File: src/rtl/pool_window_stream.sv
// pool_window_stream
// ------------------
// Pooling stage between a feature-map producer and the next layer's input
// buffer. A whole N_IN-element vector is captured in one valid/ready
// handshake. Consecutive non-overlapping windows of WIN elements are then
// reduced by max or floor-average, and one result is streamed per accepted
// output beat. All flow control is by valid/ready; there is no clock gating.
//
// Ports
//   clk        rising-edge clock
//   rst        asynchronous active-low reset
//   in_valid   input vector valid
//   in_ready   block can accept a vector (IDLE and out of reset)
//   in_data    flat vector, element j = in_data[j*DATA_W +: DATA_W]
//   in_mode    0 = max, 1 = average; sampled together with the vector
//   out_valid  pool_out holds a valid result
//   out_ready  downstream accepts the current result
//   pool_out   pooled value (signed, DATA_W bits)
//   out_last   result belongs to the final window of the vector
//   busy       high while a vector is being processed (FILL or RUN)
module pool_window_stream #(
  parameter int DATA_W  = 16,
  parameter int N_IN    = 64,
  parameter int WIN     = 4,
  parameter int REVERSE = 1
) (
  input  logic                     clk,
  input  logic                     rst,
  input  logic                     in_valid,
  output logic                     in_ready,
  input  logic [N_IN*DATA_W-1:0]   in_data,
  input  logic                     in_mode,
  output logic                     out_valid,
  input  logic                     out_ready,
  output logic [DATA_W-1:0]        pool_out,
  output logic                     out_last,
  output logic                     busy
);

  localparam int N_WIN = N_IN / WIN;
  localparam int LW    = $clog2(WIN);
  localparam int KW    = (N_WIN > 1) ? $clog2(N_WIN) : 1;
  localparam int SUM_W = DATA_W + LW;
  localparam logic [KW-1:0] K_LAST = KW'(N_WIN - 1);

  // Reject parameter sets the window arithmetic cannot handle.
  if ((N_IN % WIN) != 0) begin : g_bad_n_in
    $error("pool_window_stream: N_IN must be a multiple of WIN");
  end
  if (WIN < 2) begin : g_bad_win_min
    $error("pool_window_stream: WIN must be at least 2");
  end
  if ((WIN & (WIN - 1)) != 0) begin : g_bad_win_pow2
    $error("pool_window_stream: WIN must be a power of two");
  end

  typedef enum logic [1:0] {
    S_IDLE = 2'd0,
    S_FILL = 2'd1,
    S_RUN  = 2'd2
  } state_t;

  state_t state_r;
  state_t state_nxt_s;

  // Buffer organised as windows so a window is selected by the index alone.
  logic [N_WIN-1:0][WIN-1:0][DATA_W-1:0] win_buf_r;
  logic [N_WIN-1:0][WIN-1:0][DATA_W-1:0] cap_s;
  logic [WIN-1:0][DATA_W-1:0]            win_s;

  logic [KW-1:0]            k_r;
  logic [KW-1:0]            sel_s;
  logic                     mode_r;
  logic                     rdy_r;
  logic                     valid_r;
  logic                     last_r;
  logic                     busy_r;
  logic [DATA_W-1:0]        pool_r;

  logic                     cap_fire_s;
  logic                     beat_s;
  logic [DATA_W-1:0]        max_s;
  logic signed [SUM_W-1:0]  sum_s;
  logic [DATA_W-1:0]        avg_s;
  logic [DATA_W-1:0]        red_s;

  // in_ready must read 0 for as long as rst is held low, so the registered
  // ready flag is additionally gated by rst itself.
  assign in_ready  = rdy_r & rst;
  assign out_valid = valid_r;
  assign out_last  = last_r;
  assign pool_out  = pool_r;
  assign busy      = busy_r;

  assign cap_fire_s = in_valid & rdy_r & (state_r == S_IDLE);
  assign beat_s     = valid_r & out_ready & (state_r == S_RUN);

  // Reorder the incoming flat vector into window-major buffer layout.
  always_comb begin
    cap_s = '0;
    for (int w = 0; w < N_WIN; w++) begin
      for (int e = 0; e < WIN; e++) begin
        cap_s[w][e] = in_data[((REVERSE != 0) ? (N_IN - 1 - (w * WIN + e))
                                              : (w * WIN + e)) * DATA_W +: DATA_W];
      end
    end
  end

  // Window to reduce: 0 while filling, k+1 while streaming. At the final
  // window the result is not used, so index 0 keeps the select in range.
  always_comb begin
    sel_s = '0;
    if ((state_r == S_RUN) && (k_r != K_LAST)) begin
      sel_s = k_r + KW'(1);
    end else begin
      sel_s = '0;
    end
  end

  // Combinational max / floor-average of the selected window.
  always_comb begin
    win_s = win_buf_r[sel_s];
    max_s = win_s[0];
    sum_s = '0;
    for (int i = 1; i < WIN; i++) begin
      if ($signed(win_s[i]) > $signed(max_s)) begin
        max_s = win_s[i];
      end else begin
        max_s = max_s;
      end
    end
    // Sum is DATA_W+log2(WIN) bits wide, so it can never overflow; the
    // arithmetic shift rounds toward minus infinity.
    for (int i = 0; i < WIN; i++) begin
      sum_s = sum_s + SUM_W'($signed(win_s[i]));
    end
    avg_s = DATA_W'(sum_s >>> LW);
    if (mode_r) begin
      red_s = avg_s;
    end else begin
      red_s = max_s;
    end
  end

  // FSM state register.
  always_ff @(posedge clk or negedge rst) begin
    if (!rst) begin
      state_r <= S_IDLE;
    end else begin
      state_r <= state_nxt_s;
    end
  end

  // FSM next-state logic.
  always_comb begin
    state_nxt_s = state_r;
    case (state_r)
      S_IDLE: begin
        if (cap_fire_s) begin
          state_nxt_s = S_FILL;
        end else begin
          state_nxt_s = S_IDLE;
        end
      end
      S_FILL: begin
        state_nxt_s = S_RUN;
      end
      S_RUN: begin
        if (beat_s && (k_r == K_LAST)) begin
          state_nxt_s = S_IDLE;
        end else begin
          state_nxt_s = S_RUN;
        end
      end
      default: begin
        state_nxt_s = S_IDLE;
      end
    endcase
  end

  // Capture buffer, window index and all registered outputs.
  always_ff @(posedge clk or negedge rst) begin
    if (!rst) begin
      win_buf_r <= '0;
      k_r       <= '0;
      mode_r    <= 1'b0;
      rdy_r     <= 1'b1;
      valid_r   <= 1'b0;
      last_r    <= 1'b0;
      busy_r    <= 1'b0;
      pool_r    <= '0;
    end else begin
      case (state_r)
        S_IDLE: begin
          if (cap_fire_s) begin
            win_buf_r <= cap_s;
            mode_r    <= in_mode;
            k_r       <= '0;
            rdy_r     <= 1'b0;
            busy_r    <= 1'b1;
          end
        end
        S_FILL: begin
          pool_r  <= red_s;
          valid_r <= 1'b1;
          last_r  <= (N_WIN == 1) ? 1'b1 : 1'b0;
        end
        S_RUN: begin
          if (beat_s) begin
            if (k_r == K_LAST) begin
              // pool_out deliberately keeps the final value.
              valid_r <= 1'b0;
              last_r  <= 1'b0;
              rdy_r   <= 1'b1;
              busy_r  <= 1'b0;
            end else begin
              k_r    <= sel_s;
              pool_r <= red_s;
              last_r <= (sel_s == K_LAST) ? 1'b1 : 1'b0;
            end
          end
        end
        default: begin
          valid_r <= 1'b0;
          last_r  <= 1'b0;
          rdy_r   <= 1'b1;
          busy_r  <= 1'b0;
        end
      endcase
    end
  end

endmodule

File: config.mk
export PLATFORM = sky130hd
export DESIGN_NAME = pool_window_stream
export DESIGN_NICKNAME = d
export VERILOG_FILES = /design/src/rtl/pool_window_stream.sv
export SDC_FILE = /design/constraint.sdc
export NUM_CORES = 2
export LEC_CHECK = 0
export ABC_CLOCK_PERIOD_IN_PS = 19250
export BUFFER_PORTS_ARGS = -buffer_cell sky130_fd_sc_hd__buf_4
export CAP_MARGIN = 40
export CELL_PAD_IN_SITES_DETAIL_PLACEMENT = 1
export CELL_PAD_IN_SITES_GLOBAL_PLACEMENT = 2
export CORE_AREA = 5 5 403 405
export DETAILED_ROUTE_END_ITERATION = 10
export DIE_AREA = 0 0 408 410
export PLACE_DENSITY = 0.82
export SLEW_MARGIN = 25
export SYNTH_ARGS = -nofsm -noshare
export SYNTH_HDL_FRONTEND = slang
export SYNTH_SLANG_ARGS = --single-unit
File: constraint.sdc
create_clock -name clk -period 19.25 [get_ports clk]
set_input_delay 0.9625 -clock clk [delete_from_list [all_inputs] [get_ports clk]]
set_output_delay 0.9625 -clock clk [all_outputs]
set_load 0.01 [all_outputs]
# Yosys cells after proc, flatten, opt, wreduce, memory -nomap -nowiden
# Index checks and enable logic that the tools add are counted.
[op_classes]
n_mul = 0
div = 0
n_eq_ne = 9
n_reduce_logical = 11
bitwise = 7
shift = 0
n_addsub = 4
n_mux = 30
order_cmp = 4
[op_table]
columns = ["op", "n"]
rows = [
  ["$bmux W64 S4", 1],
  ["$mux W16", 6],
  ["$mux W64", 1],
  ["$gt A16 B16 Y1", 3],
  ["$pmux W16 S2", 1],
  ["$add A17 B16 Y18", 1],
  ["$add A18 B16 Y18", 1],
  ["$add A16 B16 Y17", 1],
  ["$mux W4", 4],
  ["$mux W1", 10],
  ["$pmux W1 S3", 3],
  ["$eq A4 B4 Y1 const B", 2],
  ["$pmux W4 S2", 1],
  ["$reduce_and A4 Y1", 2],
  ["$ne A2 B2 Y1 const B", 3],
  ["$pmux W2 S3", 1],
  ["$reduce_and A3 Y1", 2],
  ["$and A1 B1 Y1", 5],
  ["$lt A4 B5 Y1 const B", 1],
  ["$add A4 B1 Y4 const B", 1],
  ["$ne A4 B4 Y1 const B", 1],
  ["$reduce_and A2 Y1", 2],
  ["$reduce_bool A2 Y1", 2],
  ["$eq A2 B1 Y1 const B", 1],
  ["7 further kinds", 9],
]
[totals]
in_bits = 1029
latch_bits = 0
out_inout_bits = 20
memories = 0
ramBits = 0
register_bits = 1051
mem_bits_ro = 0
wordCells = 137

# Depth between registers and ports, before layout
[logic_depth]
word_depth = 15
ltp_mapped = 46
mapped_depth_nobuf = 38

# Worst setup path before layout
# OpenSTA, ideal clock, no wires.
[synth_path]
path_kind = "reg2reg"
start = "register k_r[0]"
end = "register pool_r[15], in the netlist pool_out[15]"
arrival_time_ps = 8816
setup_time_ps = 120
slack_ps = 10314
synth_period_minus_slack_ps = 8936
path_stages_with_launch = 44
t_required_ps = 19130
path_cell_list = "dfrtp_1 ha_1 and3b_1 clkbuf_1 nand2_1 buf_2 clkbuf_1 clkbuf_1 buf_1 o31ai_1 a21oi_1 a311oi_1 inv_1 ha_1 nand4_1 or4_1 o22ai_1 a31o_2 (+8 left out) o41a_1 o21a_4 o21ai_4 buf_8 mux2_2 ha_1 nor2b_1 o21a_1 o21a_1 o21a_1 o21a_1 o21a_1 o21ai_0 a21oi_1 clkbuf_1 nor2_1 mux2i_1 a31o_2"
[synth_via]
elab_chain_len = 15
word_cells_on_any_way = 22
classes_between = "4 x add/sub; 3 x order compare; 3 x eq/ne; 10 x mux; 2 x reduce/logical"
[synth_rtl]
columns = ["item", "line_no", "text"]
rows = [
  ["start: declaration", "71", "logic [KW-1:0] k_r;"],
  ["start signal: assignment", "217", "k_r <= sel_s;"],
  ["parallel branches: the longest is 15 deep, another holds $gt A16 B16 Y1", "--", ""],
  ["end signal: assignment", "204", "pool_r <= red_s;"],
  ["end signal: assignment", "218", "pool_r <= red_s;"],
  ["end: declaration", "78", "logic [DATA_W-1:0] pool_r;"],
]
# Several ways; the timed one is not identified. The select of a mux whose other input is x is not followed.
# A chain may end at the register's enable or synchronous reset.

# Worst setup path after layout
[layout_path]
start = "register k_r[0]"
end = "register pool_r[6], in the netlist pool_out[6]"
# The elaborated chain is that of the path after synthesis.

==> metrics.csv <==
stage,metric,value,unit
power,power.switching,1100,µW
critical_path,crit_path_frequent_cell,sky130_fd_sc_hd__o21a_1,
status,status,"finished, final reports clean",
power,clock_power_share,0.489,
synthesis,mappedNetlistNets,5499,
drt,num_vias,41400,
sta,timing.final.hold_violations,0,
power,p_int,3690,µW
critical_path,max_stage_delay,870,ps
synthesis,synth_area_in_compound_gates,0.0941,
critical_path,cp_data_required_time,19880,ps
synthesis,synth-simple-area-share,0.0884,
critical_path,critical_path.startpoint_type,register,
placed_design,globalplace.congestion,0.909,
cts,h-tree-depth,3,
floorplan,floorplan.io_pins,1049,
run,max_cap_violations,0,
synthesis,post_synth_fa_ha_maj_area_fraction,0.0287,
final_layout,post_route_cells_drive_above_1_share,0.453,
synthesis,synth.mux.area_fraction,0.242,
synthesis,synth.lib_cells_used.distinct,86,
drt,detailedRoute.firstPassIterationCount,7,
cts,postCtsResizedCells,0,
global_routing,number_of_global_route_vias_before_repair,43900,
synthesis,post_synth_inst_count,4372,
cts,cts_num_sinks,1051,
sta,post_route_fraction_of_the_period_consumed_by_the_critical_path,0.629,
global_routing,global_route.usage.met1,0.343,
floorplan,dieHeight,410,µm
critical_path,ff2ff_setup_slack,7140,ps
placed_design,port-buffer-count,1048,
synthesis,post_synth_xor_area_fraction,0.00270,
critical_path,setup.worst_path.start,k_r[0]$_DFFE_PN0P_,
drt,drt_drc_violations_left,0,
critical_path,endpoint,pool_out[6]$_DFFE_PN0P_,
final_layout,area_growth,29.4,%
power,powerDensity,72.1,nW/µm²
final_layout,n_fill_cell,17000,
global_routing,globalRoute.busiestLayer,met2,
drt,detail_route.wirelength,248,mm
synthesis,synth.yosys.seq_area_share,0.512,
global_routing,grt.total_usage,0.285,
synthesis,post_synth_edffs,0,
floorplan,initial_utilization,0.325,
global_routing,overflow,0,
floorplan,rows,146,
synthesis,netlist_area,51400,µm²
drt,detail-route-antenna-nets,0,
sta,peak_clock_frequency_supported_by_timing,82.6,MHz
placed_design,dp_hpwl,193,mm
synthesis,ys_async_sr_fraction,1.00,
floorplan,design.die.area,167000,µm²
sta,finalWorstPathRequiredPeriod,12110,ps
critical_path,worst_setup_path_end_kind,register,
power,static-leakage-power,0.0332,µW
power,comb_power_share,0.050,
final_layout,mostFrequentLayoutCell,sky130_fd_sc_hd__buf_4,
global_routing,gr-usage-met2,0.486,
cts,cts_buffers,120,
power,netSwitchingFraction,0.229,
power,ir_drop,75.8,µV
sta,timing.slew.headroom,0.266,
drt,first_iter_violations,2846,
final_layout,post_layout_nonfiller_instances,7614,
placed_design,dpl_worst_slack,7380,ps
critical_path,worst_ep_arrival_time,12750,ps
critical_path,worst_r2r_startpoint,k_r[0]$_DFFE_PN0P_,
cts,root_buffer,sky130_fd_sc_hd__clkbuf_16,
cts,postCtsHoldBufs,0,
floorplan,die_w,408,µm
power,sequentialPowerShare,0.461,
sta,slew_violations,0,
synthesis,yosys_register_bits,1051,
synthesis,syn-mean-instance-area,11.7,µm²
floorplan,core_area,158000,µm²
final_layout,final_core_utilization,0.421,
global_routing,grt_pass1_wl,341,mm
final_layout,mostFrequentLayoutCells,"sky130_fd_sc_hd__buf_4, sky130_fd_sc_hd__dfrtp_1, sky130_fd_sc_hd__mux2_2",
cts,clk_latency,770,ps
critical_path,cp_slowest_cell,sky130_fd_sc_hd__dfrtp_4,
cts,post_cts_buffers,0,
sta,rsz0062_at_grt,no,
global_routing,grt_antenna_before_repair,117,
synthesis,combinational_family_with_the_most_area_after_synthesis,multiplexers,
global_routing,global_route.usage.met3,0.0605,
critical_path,crit_type,reg2reg,
sta,tns,0,ps
sta,setup_ws,7140,ps
cts,cts_buffer_depth,3,
drt,drt-wirelength-per-cell,32.5,µm
cts,cts_tree,done,
critical_path,timing.critical_path.fanout_max,123,
critical_path,regToRegEndpoint,pool_out[6]$_DFFE_PN0P_,
sta,setup_violations,0,
critical_path,register_to_register_path_depth,36,
placed_design,post-place-cells,7311,
synthesis,ys_dominant_reg_cell,sky130_fd_sc_hd__dfrtp_1,
cts,clock_pin_slew_on_the_worst_setup_and_hold_paths,60,ps
sta,pin_slew_with_the_least_headroom_to_its_limit,1100,ps
synthesis,yosys_warnings,0,
drt,drt-vias-per-instance,5.43,
worst_hold_path,min_path_type,in2async,
global_routing,grt_start_max_net_pins,179,
sta,skew,46.5,ps
final_layout,nNetsFinal,6496,
-- flip-flops by register name, summed over array words and instances (netlist names) --
| name | count |
|---|---|
| out_valid | 1 |
| win_buf_r | 1024 |
| out_last | 1 |
| mode_r | 1 |
| rdy_r | 1 |
| busy | 1 |
| pool_out | 16 |
| k_r | 4 |
| state_r | 2 |
-- cells in the mapped netlist (51+ instances only) --
master	instances	area [µm²]
sky130_fd_sc_hd__inv_1	101	379
sky130_fd_sc_hd__ha_1	65	813
sky130_fd_sc_hd__and3_1	63	394
sky130_fd_sc_hd__a311oi_1	51	447
sky130_fd_sc_hd__o22ai_1	61	382
sky130_fd_sc_hd__clkbuf_1	207	777
sky130_fd_sc_hd__a22oi_1	54	405
sky130_fd_sc_hd__dfrtp_1	1050	26300
sky130_fd_sc_hd__nor2_1	68	255
sky130_fd_sc_hd__nand2_1	541	2030
sky130_fd_sc_hd__mux2_2	1022	11500
sky130_fd_sc_hd__mux2i_1	85	851
sky130_fd_sc_hd__a21oi_1	95	475
sky130_fd_sc_hd__nand3_1	162	811
sky130_fd_sc_hd__o21ai_0	123	616
-- power by group through the flow --
stage | registers [µW] | clock network, µW | logic (µW)
finish | 2210 | 2350 | 240
global route | 2210 | 2480 | 256
CTS | 2210 | 2390 | 239
detailed placement | 2250 | 0 | 239
global placement | 2250 | 0 | 233
floorplan | 2250 | 0 | 1.84
-- worst min path at each step --
stage | start | end | slack, ps | cells after the start
after floorplan | rdy_r$_DFFE_PN1P_ | rdy_r$_DFFE_PN1P_ | 470 | 2
after global placement | out_last$_DFFE_PN0P_ | out_last$_DFFE_PN0P_ | 470 | 2
after detailed placement | out_last$_DFFE_PN0P_ | out_last$_DFFE_PN0P_ | 480 | 2
after CTS | rst | win_buf_r[561]$_DFFE_PN0P_ | 110 | 1
after global routing | rst | win_buf_r[565]$_DFFE_PN0P_ | 150 | 1
final | rst | win_buf_r[565]$_DFFE_PN0P_ | 140 | 1
-- per-stage QoR --
step           instance area, µm²  total power, µW  hold WS, ps
2_1_floorplan               51400             2250          468
4_1_cts                     66100             4840          109
5_1_grt                     66400             4940          147
3_3_place_gp                61600             2480          474
3_5_place_dp                62100             2490          483
6_report                    66500             4790          137
-- worst max-delay path, delay by kind of cell (launching register included) --
| kind | cells | cell delay (ps) |
|---|---|---|
| AND/OR/NAND/NOR | 8 | 2530 |
| adder cells (fa/ha/maj) | 4 | 1480 |
| buffers and inverters | 4 | 1630 |
| multiplexers | 3 | 1120 |
| flip-flops | 1 | 870 |
| AO/OA/AOI/OAI | 17 | 4110 |
-- cells by family after synthesis --
| logic type | Yosys count |
|---|---|
| AND/OR/NAND/NOR | 996 |
| flip-flops | 1051 |
| adder cells (fa/ha/maj) | 98 |
| multiplexers | 1112 |
| buffers and inverters | 412 |
| AO/OA/AOI/OAI | 688 |
| XOR/XNOR | 15 |
-- metal layers --
metal	part of all wire	routed length (µm)
met2	0.50	123000
met4	0.050	12400
met1	0.39	97100
met3	0.060	15000
met5	0.00094	232
-- area by class of cell --
type	instances	area, µm²	share of cell area
Sequential cell	1051	26300	0.396
Multi-Input combinational cell	2909	23700	0.356
Timing Repair Buffer	1186	9330	0.140
Clock buffer	175	3480	0.0524
Tap cell	2072	2590	0.0390
Clock inverter	39	500	0.00753
Inverter	101	380	0.00572
Antenna cell	81	203	0.00305
Note: power is estimated with default switching activity, not from simulation.
